File: config.mk
export PLATFORM = sky130hd
export DESIGN_NAME = cache_port_arbiter
export DESIGN_NICKNAME = d
export VERILOG_FILES = /design/src/rtl/cache_port_arbiter.sv
export SDC_FILE = /design/constraint.sdc
export NUM_CORES = 1
export LEC_CHECK = 0
export CAP_MARGIN = 20
export CORE_AREA = 2 2 160 162
export CTS_CLUSTER_DIAMETER = 80
export DETAILED_ROUTE_END_ITERATION = 7
export DIE_AREA = 0 0 162 164
export PLACE_DENSITY = 0.68
export SETUP_SLACK_MARGIN = 0.5
export SYNTH_ARGS = -nofsm -noshare
export SYNTH_HDL_FRONTEND = slang
export SYNTH_SLANG_ARGS = --single-unit
export TNS_END_PERCENT = 10
File: constraint.sdc
create_clock -name clk -period 1.8 [get_ports clk]
set_input_delay 0.27 -clock clk [delete_from_list [all_inputs] [get_ports clk]]
set_output_delay 0.27 -clock clk [all_outputs]
set_load 0.05 [all_outputs]
File: src/rtl/cache_port_arbiter.sv
// rtl/cache_port_arbiter.sv - round-robin arbiter sharing one cache request port among four requesters.
// One transaction in flight at a time; the response is routed back to the requester that was granted.
module cache_port_arbiter #(
   parameter int ADDR_W = 32,
   parameter int DATA_W = 32
) (
   input  logic                clk,
   input  logic                rst,
   input  logic [3:0]          req_valid,
   input  logic [3:0]          req_we,
   input  logic [4*ADDR_W-1:0] req_addr,
   input  logic [4*DATA_W-1:0] req_wdata,
   output logic [3:0]          req_ready,
   output logic [3:0]          resp_valid,
   output logic [DATA_W-1:0]   resp_rdata,
   output logic                cache_req_valid,
   input  logic                cache_req_ready,
   output logic                cache_we,
   output logic [ADDR_W-1:0]   cache_addr,
   output logic [DATA_W-1:0]   cache_wdata,
   input  logic                cache_resp_valid,
   input  logic [DATA_W-1:0]   cache_resp_rdata,
   output logic [3:0]          grant_onehot,
   output logic [1:0]          grant_idx,
   output logic                busy
);

   typedef enum logic [1:0] {S_IDLE, S_ISSUE, S_WAIT} state_t;

   state_t              state_q, state_d;
   logic [1:0]          rr_ptr_q, rr_ptr_d;
   logic [3:0]          grant_onehot_q, grant_onehot_d;
   logic                cache_req_valid_q, cache_req_valid_d;
   logic                cache_we_q, cache_we_d;
   logic [ADDR_W-1:0]   cache_addr_q, cache_addr_d;
   logic [DATA_W-1:0]   cache_wdata_q, cache_wdata_d;
   logic [3:0]          resp_valid_q, resp_valid_d;
   logic [DATA_W-1:0]   resp_rdata_q, resp_rdata_d;

   logic                win_found;
   logic [1:0]          win_idx;
   logic [1:0]          cand;

   // Priority search begins at rr_ptr and wraps 3->0.
   always_comb begin
      win_found = 1'b0;
      win_idx   = 2'd0;
      cand      = 2'd0;
      for (int k = 0; k < 4; k++) begin
         cand = rr_ptr_q + 2'(k);
         if (!win_found && req_valid[cand]) begin
            win_found = 1'b1;
            win_idx   = cand;
         end
      end
   end

   always_comb begin
      case (grant_onehot_q)
         4'b0001: grant_idx = 2'd0;
         4'b0010: grant_idx = 2'd1;
         4'b0100: grant_idx = 2'd2;
         4'b1000: grant_idx = 2'd3;
         default: grant_idx = 2'd0;
      endcase
   end

   always_comb begin
      state_d           = state_q;
      rr_ptr_d          = rr_ptr_q;
      grant_onehot_d    = grant_onehot_q;
      cache_req_valid_d = cache_req_valid_q;
      cache_we_d        = cache_we_q;
      cache_addr_d      = cache_addr_q;
      cache_wdata_d     = cache_wdata_q;
      resp_valid_d      = 4'b0000;
      resp_rdata_d      = resp_rdata_q;
      req_ready         = 4'b0000;
      case (state_q)
         S_IDLE: begin
            if (win_found && !rst) begin
               req_ready         = 4'b0001 << win_idx;
               cache_we_d        = req_we[win_idx];
               cache_addr_d      = req_addr[32'(win_idx)*ADDR_W +: ADDR_W];
               cache_wdata_d     = req_wdata[32'(win_idx)*DATA_W +: DATA_W];
               grant_onehot_d    = 4'b0001 << win_idx;
               cache_req_valid_d = 1'b1;
               state_d           = S_ISSUE;
            end
         end
         S_ISSUE: begin
            if (cache_req_ready) begin
               cache_req_valid_d = 1'b0;
               state_d           = S_WAIT;
            end
         end
         S_WAIT: begin
            if (cache_resp_valid) begin
               resp_rdata_d   = cache_resp_rdata;
               resp_valid_d   = grant_onehot_q;
               rr_ptr_d       = grant_idx + 2'd1;
               grant_onehot_d = 4'b0000;
               state_d        = S_IDLE;
            end
         end
         default: state_d = S_IDLE;
      endcase
   end

   always_ff @(posedge clk) begin
      if (rst) begin
         state_q           <= S_IDLE;
         rr_ptr_q          <= 2'd0;
         grant_onehot_q    <= 4'b0000;
         cache_req_valid_q <= 1'b0;
         cache_we_q        <= 1'b0;
         cache_addr_q      <= '0;
         cache_wdata_q     <= '0;
         resp_valid_q      <= 4'b0000;
         resp_rdata_q      <= '0;
      end else begin
         state_q           <= state_d;
         rr_ptr_q          <= rr_ptr_d;
         grant_onehot_q    <= grant_onehot_d;
         cache_req_valid_q <= cache_req_valid_d;
         cache_we_q        <= cache_we_d;
         cache_addr_q      <= cache_addr_d;
         cache_wdata_q     <= cache_wdata_d;
         resp_valid_q      <= resp_valid_d;
         resp_rdata_q      <= resp_rdata_d;
      end
   end

   assign grant_onehot    = grant_onehot_q;
   assign cache_req_valid = cache_req_valid_q;
   assign cache_we        = cache_we_q;
   assign cache_addr      = cache_addr_q;
   assign cache_wdata     = cache_wdata_q;
   assign resp_valid      = resp_valid_q;
   assign resp_rdata      = resp_rdata_q;
   assign busy            = (state_q != S_IDLE);

endmodule

==> qor.yml, run 1 <==
status: "finished, violations left"
violations: "setup timing"
crit_arrival_ns: 1.72
hold_class: "flip-flop to flip-flop"
final.setup.worst_slack_ns: -0.189
avgSynthCellArea_um2: 7.70
crit_end: "req_ready[2]"
async_flop_share_pct: 0
place.gp.congestion: 0.835
dpl_cell_area_mm2: 0.0107
track_usage_pct: 22.3
synthFlopType: "dfxtp_1"
design_area_mm2: 0.0120
yosysTopAreaCell: "dfxtp_1"
ant_nets: 0
insertion_delay_ns: 0.36
cp_max_fo: 4
start_kind: "flip-flop"
fp.coreArea_mm2: 0.0248
maxCapViolCount: 0
io_buffers: 412
synthCells: 756
syn_area_mm2: 0.00582
yosysWarningCount: 0
fillers: 2361
area_growth_pct: 106
drive_above_1_share_pct: 32.2
peakVddDrop_uv: 382
maxSlewHeadroom_pct: 56.4
tightest_slew_ns: 0.654
r2r-start: "state_q[1]"
cts_max_level: 3
grt_setup_unrepaired: "yes"
synth_area_leaders: "dfxtp_1 (38%), a41oi_1 (20%), nand2_1 (13%)"
nets: 1454
drc: 0
reg2reg_depth: 7
reg2reg_to: "cache_addr[11]"
path_clk_slew_ns: 0.08
fin_crit_ns: 1.99
clkSinkCount: 110
vias_per_cell: 5.35
initial_core_util_pct: 23.5
dp_cells: 1449
p_leak_nw: 4.23
cts_buffers: 9
skew_ns: 0.0158
powerDensity_mw_per_mm2: 715
antenna_found_initial: 4
rows: 58
hold_viol: 0
dieArea_mm2: 0.0266
route.vias.total: 7971
setup_viol: 60
hpwl_um: 21400
period_share_pct: 110
yosysMostFrequentCell: "nand2_1"
cts_tree: "done"
criticalPathCategory: "flip-flop to primary output"
grt_pass1_wl_um: 45900
chipHeight_um: 164
grt_pass1_vias: 7897
die_w_um: 162
root_buffer: "clkbuf_16"
routed_wl_um: 32100
synth_top_cells_by_count: "nand2_1 (197), a41oi_1 (130), dfxtp_1 (110)"
drt_iter0_markers: 441
grt_overflow_total: 0
syn-num-nets: 1056
fmax_mhz: 503
drv_slew: 0
synth_top_area_share_pct: 37.8
firstDrtPassIters: 5
ys_seq_area_share_pct: 37.8
rrSetupSlack_ns: -0.12
clk_path_buf_depth: 2
tns_ns: -2.91
ys_ff_latch: 110
fin_cells: 1491
routedWlPerCell_um: 21.5
pin_count: 413
end_kind: "primary output"
startpoint: "state_q[1]"
grt_max_degree: 48
synth_enable_flop_cells: 0
critPathRequiredTime_ns: 1.53
ys_types: 34
==> registers in the layout, indices dropped and copies added (netlist names) <==
name	cells
cache_wdata	32
grant_onehot	4
rr_ptr_q	2
cache_req_valid	1
cache_addr	32
resp_valid	4
cache_we	1
resp_rdata	32
state_q	2
==> area by class of cell <==
class / instances / area (um2) / share of cell area (%)
Tap cell: 330 / 413 / 3.44
Multi-Input combinational cell: 544 / 4280 / 35.7
Sequential cell: 110 / 2220 / 18.5
Antenna cell: 2 / 5.00 / 0.0417
Inverter: 7 / 41.3 / 0.344
Clock buffer: 9 / 225 / 1.88
Timing Repair Buffer: 482 / 4720 / 39.3
Clock inverter: 7 / 90.1 / 0.751
==> power by group <==
part           leakage [nW]  internal (W)  total (W)  switching (W)
logic                  3.16       0.00149    0.00353        0.00204
clock network         0.156       0.00112    0.00221        0.00109
registers             0.914       0.00269    0.00285       0.000162
==> metrics by stage <==
step	hold WS [ns]	setup WS (ns)	util, %	total power [W]
2_1_floorplan	0.386	0.0986	-	0.00460
3_3_place_gp	0.441	-0.431	43.1	0.00615
3_5_place_dp	0.446	-0.454	43.1	0.00615
4_1_cts	0.439	-0.234	45.3	0.00848
5_1_grt	0.467	-0.258	48.3	0.00892
6_report	0.464	-0.189	48.3	0.00858
==> worst max-delay path, cell delays in order (launching register included) <==
cell and delay [ns]:
dfxtp_2 0.34, buf_6 0.12, nor4_4 0.34, o211ai_1 0.21, buf_4 0.19, inv_4 0.05, buf_12 0.12
==> worst min-delay path by stage <==
stage,startpoint,slack (ns),cells past startpoint,to
finish,resp_rdata[9],0.46,2,resp_rdata[9]
global route,cache_resp_rdata[22],0.47,3,resp_rdata[22]
CTS,cache_resp_rdata[22],0.44,3,resp_rdata[22]
detailed placement,resp_rdata[9],0.45,2,resp_rdata[9]
global placement,resp_rdata[27],0.44,2,resp_rdata[27]
floorplan,cache_req_ready,0.39,1,state_q[0]
==> kinds of logic (layout without fill, tap and decap cells) <==
group           Yosys count  in the layout  synth area share [%]
other cells               0              2                     0
flops                   110            110                  37.8
simple gates            228            228                  15.9
compound gates          313            313                  38.5
buf+inv                 102            505                  7.24
xor+xnor                  3              3                 0.451
==> what timing repair did <==
| action | CTS | global route |
|---|---|---|
| hold buffers | 0 | 0 |
| cloned | 6 | 0 |
| pin swaps | 45 | 103 |
| gates resized for setup | 392 | 136 |
| endpoints found under the setup margin | 179 | 120 |
| setup buffers | 11 | 7 |
==> layout by cell type, fill, tap and decap left out, types with 2 or more instances in the layout <==
master	count
dfxtp_1	102
a41oi_1	58
dfxtp_2	4
nor4_4	2
clkinv_4	3
xnor2_4	2
a21oi_1	72
a41oi_2	71
clkinvlp_4	2
dlygate4sd2_1	2
buf_6	11
nor3_4	2
buf_2	62
inv_8	3
inv_4	3
clkbuf_16	10
o211ai_1	66
or2_4	2
buf_12	26
nor2b_1	2
diode_2	2
o21ai_0	3
clkdlybuf4s50_1	294
dfxtp_4	4
nor2_1	6
buf_4	77
buf_16	6
nand2_4	34
a21oi_2	33
nand3_1	4
nand2_1	163
and3_1	3
inv_1	2
==> routing by layer <==
layer | GRT usage (%) | wire [um]
met5 | 0 | 27
met4 | 9.45 | 935
met3 | 5.76 | 2660
met2 | 37.0 | 15400
met1 | 27.3 | 13100
(Power assumes the default switching activity.)
==> inputs of run 2 (changes only) <==
==> config.mk (replaced) <==
export PLATFORM = sky130hd
export DESIGN_NAME = cache_port_arbiter
export DESIGN_NICKNAME = d
export VERILOG_FILES = /design/src/rtl/cache_port_arbiter.sv
export SDC_FILE = /design/constraint.sdc
export NUM_CORES = 1
export LEC_CHECK = 0
export ABC_AREA = 1
export CAP_MARGIN = 20
export CORE_AREA = 2 2 162 164
export CTS_CLUSTER_DIAMETER = 80
export DETAILED_ROUTE_END_ITERATION = 7
export DIE_AREA = 0 0 164 166
export PLACE_DENSITY = 0.72
export SETUP_SLACK_MARGIN = 0.5
export SYNTH_ARGS = -nofsm -noshare
export SYNTH_HDL_FRONTEND = slang
export SYNTH_SLANG_ARGS = --single-unit
export TNS_END_PERCENT = 100
==> run 2 against run 1 <==
Against the previous run:
- the flow still finishes with violations (setup timing)
- fmax is 17% lower
- largest power group unchanged
- first-iteration DRC count is 45% higher
- global-route usage is 0.32 points higher
- clock-buffer cell count stayed put
- combinational power is 67% higher
- sequential cell count stayed put
- worst hold slack worse by 0.016 ns
- clock skew is 0.0045 ns lower
- sequential power is 5% higher
- highest routed layer is now met4
- non-clock buffer count is 49 higher
- die area is 2.5% higher
==> qor.yml, run 2 <==
status: "finished, violations left"
violations: "setup timing"
async_flop_share_pct: 0  # unchanged
dpl_cell_area_mm2: 0.0119  # +11%
syn_area_mm2: 0.00697  # +20%
ant_nets: 0  # unchanged
route.vias.total: 9787  # +23%
syn-num-nets: 1503  # +42%
drc: 0  # unchanged
tightest_slew_ns: 0.465  # -0.189 ns
drv_slew: 0  # unchanged
fp.coreArea_mm2: 0.0256  # +3.2%
ys_ff_latch: 110  # unchanged
grt_pass1_wl_um: 48500  # +5.8%
combPwrFrac_pct: 53.2  # +12 points
fmax_mhz: 420  # -17%
final_common_cell: "nand2_1"
synth_area_leaders: "nand2_1 (37%), dfxtp_1 (32%), nand4_1 (12%)"
powerDensity_mw_per_mm2: 843  # +18%
rrSetupSlack_ns: -0.51  # -0.39 ns
drive_above_1_share_pct: 22.2  # -10 points
antenna_found_initial: 1  # -3
drt_iter0_markers: 638  # +45%
synth_enable_flop_cells: 0  # unchanged
root_buffer: "clkbuf_16"
grt_setup_unrepaired: "yes"
chipHeight_um: 166  # +1.2%
yosysMostFrequentCell: "nand2_1"
pin_count: 413  # unchanged
holdWs_ns: 0.448  # -0.0160 ns
synthCells: 1203  # +59%
avgSynthCellArea_um2: 5.79  # -25%
grt_max_degree: 70  # +46%
hold_viol: 0  # unchanged
cp_max_fo: 9  # +5
intPower_w: 0.00624  # +18%
criticalPathCategory: "flip-flop to primary output"
maxCapViolCount: 0  # unchanged
critPathRequiredTime_ns: 1.53  # about the same
final.setup.worst_slack_ns: -0.584  # -0.395 ns
grt_overflow_total: 0  # unchanged
cts_buffers: 9  # unchanged
clkSinkCount: 110  # unchanged
area_growth_pct: 88.9
yosysWarningCount: 0  # unchanged
end_kind: "primary output"
rows: 59  # +1.7%
dp_cells: 1919  # +32%
design_area_mm2: 0.0132  # +9.7%
vias_per_cell: 4.93  # -7.7%
grt_pass1_vias: 9273  # +17%
p_switching_w: 0.00485  # +47%
hpwl_um: 22800  # +6.8%
crit_arrival_ns: 2.11  # +0.39 ns
seqCellArea_mm2: 0.00222  # -0.11%
insertion_delay_ns: 0.36  # about the same
routedWlPerCell_um: 17.5  # -19%
dieArea_mm2: 0.0272  # +2.5%
hold_class: "primary input to flip-flop"
clk_path_buf_depth: 2  # unchanged
cts_hold_buffers: 0  # unchanged
nets: 1943  # +34%
power.share.clock_pct: 19.8  # -5.9 points
path_clk_slew_ns: 0.10  # +0.02 ns
final_cell_mix: "nand2_1 (629), clkdlybuf4s50_1 (298), nand4_1 (134), dfxtp_1 (102), buf_4 (99)"
period_share_pct: 132  # +22 points
skew_ns: 0.0114  # -0.00447 ns
cts_tree: "done"
initial_core_util_pct: 27.2  # +3.7 points
seqPwrFrac_pct: 27.0  # -6.2 points
yosysTopAreaCell: "nand2_1"
fillers: 2477  # +4.9%
switching_share_pct: 43.7  # +5.4 points
multi_input_comb_area_mm2: 0.00449  # +4.9%
setup_viol: 73  # +22%
fin_crit_ns: 2.38  # +0.395 ns
ys_types: 23  # -32%
track_usage_pct: 22.6  # +0.32 points
synth_top_area_share_pct: 37.4  # -0.39 points
synthFlopType: "dfxtp_1"
firstDrtPassIters: 5  # unchanged
p_leak_nw: 6.40  # +51%
peakVddDrop_uv: 439  # +15%
ys_seq_area_share_pct: 31.6  # -6.2 points
fin_cells: 1984  # +33%
cts_max_level: 3  # unchanged
start_kind: "flip-flop"
die_w_um: 164  # +1.2%
maxSlewHeadroom_pct: 69.0  # +13 points
io_buffers: 412  # unchanged
place.gp.congestion: 0.867  # +3.7%
routed_wl_um: 34700  # +8.1%
synth_top_cells_by_count: "nand2_1 (695), nand4_1 (134), dfxtp_1 (110)"
[run 2: cell types whose count changed after synthesis, sizes merged, moves of 3 or more]
cell,change
a21oi,-68
a41oi,-130
and3,-4
buf,+46
clkbuf,-38
inv,+18
nand2,+500
nand3,+77
nand4,+133
nor3,-3
nor4,-3
o211ai,-65
xnor2,-3
[run 2: cell type report]
type	count	area share [%]
Inverter	26	0.989
Tap cell	335	3.18
Antenna cell	1	0.0190
Sequential cell	110	16.9
Multi-Input combinational cell	964	34.1
Timing Repair inverter	1	0.0570
Timing Repair Buffer	531	42.4
Clock buffer	9	1.71
Clock inverter	7	0.675
[run 2: power by group through the flow]
stage	Combinational [W]	Sequential [W]	Clock, W
finish	0.00590	0.00300	0.00220
global route	0.00630	0.00304	0.00236
CTS	0.00546	0.00299	0.00228
detailed placement	0.00525	0.00304	0
global placement	0.00522	0.00303	0
floorplan	0.00193	0.00417	0
[run 2: through the flow]
| stage | setup slack (ns) | utilization [%] | total power, W | TNS (ns) |
|---|---|---|---|---|
| after global routing | -0.734 | 51.4 | 0.0117 | -44.15 |
| after detailed placement | -0.539 | 46.4 | 0.00829 | -33.71 |
| after global placement | -0.508 | 46.4 | 0.00825 | -31.29 |
| after floorplan | -0.188 | - | 0.00610 | -0.663 |
| final | -0.584 | 51.4 | 0.0111 | -31.47 |
| after CTS | -0.536 | 48.4 | 0.0107 | -20.98 |
[run 2: worst paths after layout]
kind              cells after the start                 start             end
setup / recovery                     13           rr_ptr_q[0]    req_ready[0]
hold / removal                        3  cache_resp_rdata[31]  resp_rdata[31]
setup reg to reg                     18           rr_ptr_q[0]   cache_addr[5]
hold reg to reg                       2        resp_rdata[14]  resp_rdata[14]
[run 2: cells by family after synthesis]
| family | Yosys count | share of synthesized area (%) |
|---|---|---|
| flip-flops | 110 | 31.6 |
| buffers and inverters | 129 | 8.76 |
| AND/OR/NAND/NOR | 922 | 56.5 |
| AO/OA/AOI/OAI | 42 | 3.16 |
[run 2: what timing repair did]
| action | 4_1_cts | 5_1_grt |
|---|---|---|
| pin swaps | 13 | 30 |
| cloned | 5 | 17 |
| setup buffers | 6 | 20 |
| gates resized for setup | 141 | 196 |
| endpoints found under the setup margin | 161 | 148 |
[run 2: worst max-delay path: stages, from the launching register on]
cell        delay, ns
dfxtp_4          0.43
inv_6            0.06
nand2_1          0.07
nand2_2          0.08
nand2_2          0.09
nand2_2          0.07
nor2_4           0.17
nand3b_1         0.11
nand3_2          0.09
nand2_4          0.08
buf_12           0.14
nand3_4          0.09
clkinvlp_4       0.10
buf_12           0.15
[run 2: metal layers]
| layer | share of wire, % | vias up | GRT usage [%] |
|---|---|---|---|
| met4 | 3.9 | 0 | 9.04 |
| li1 | - | 4798 | - |
| met1 | 39 | 4476 | 25.3 |
| met5 | 0 | - | 0 |
| met2 | 49 | 439 | 40.3 |
| met3 | 7.7 | 74 | 5.94 |
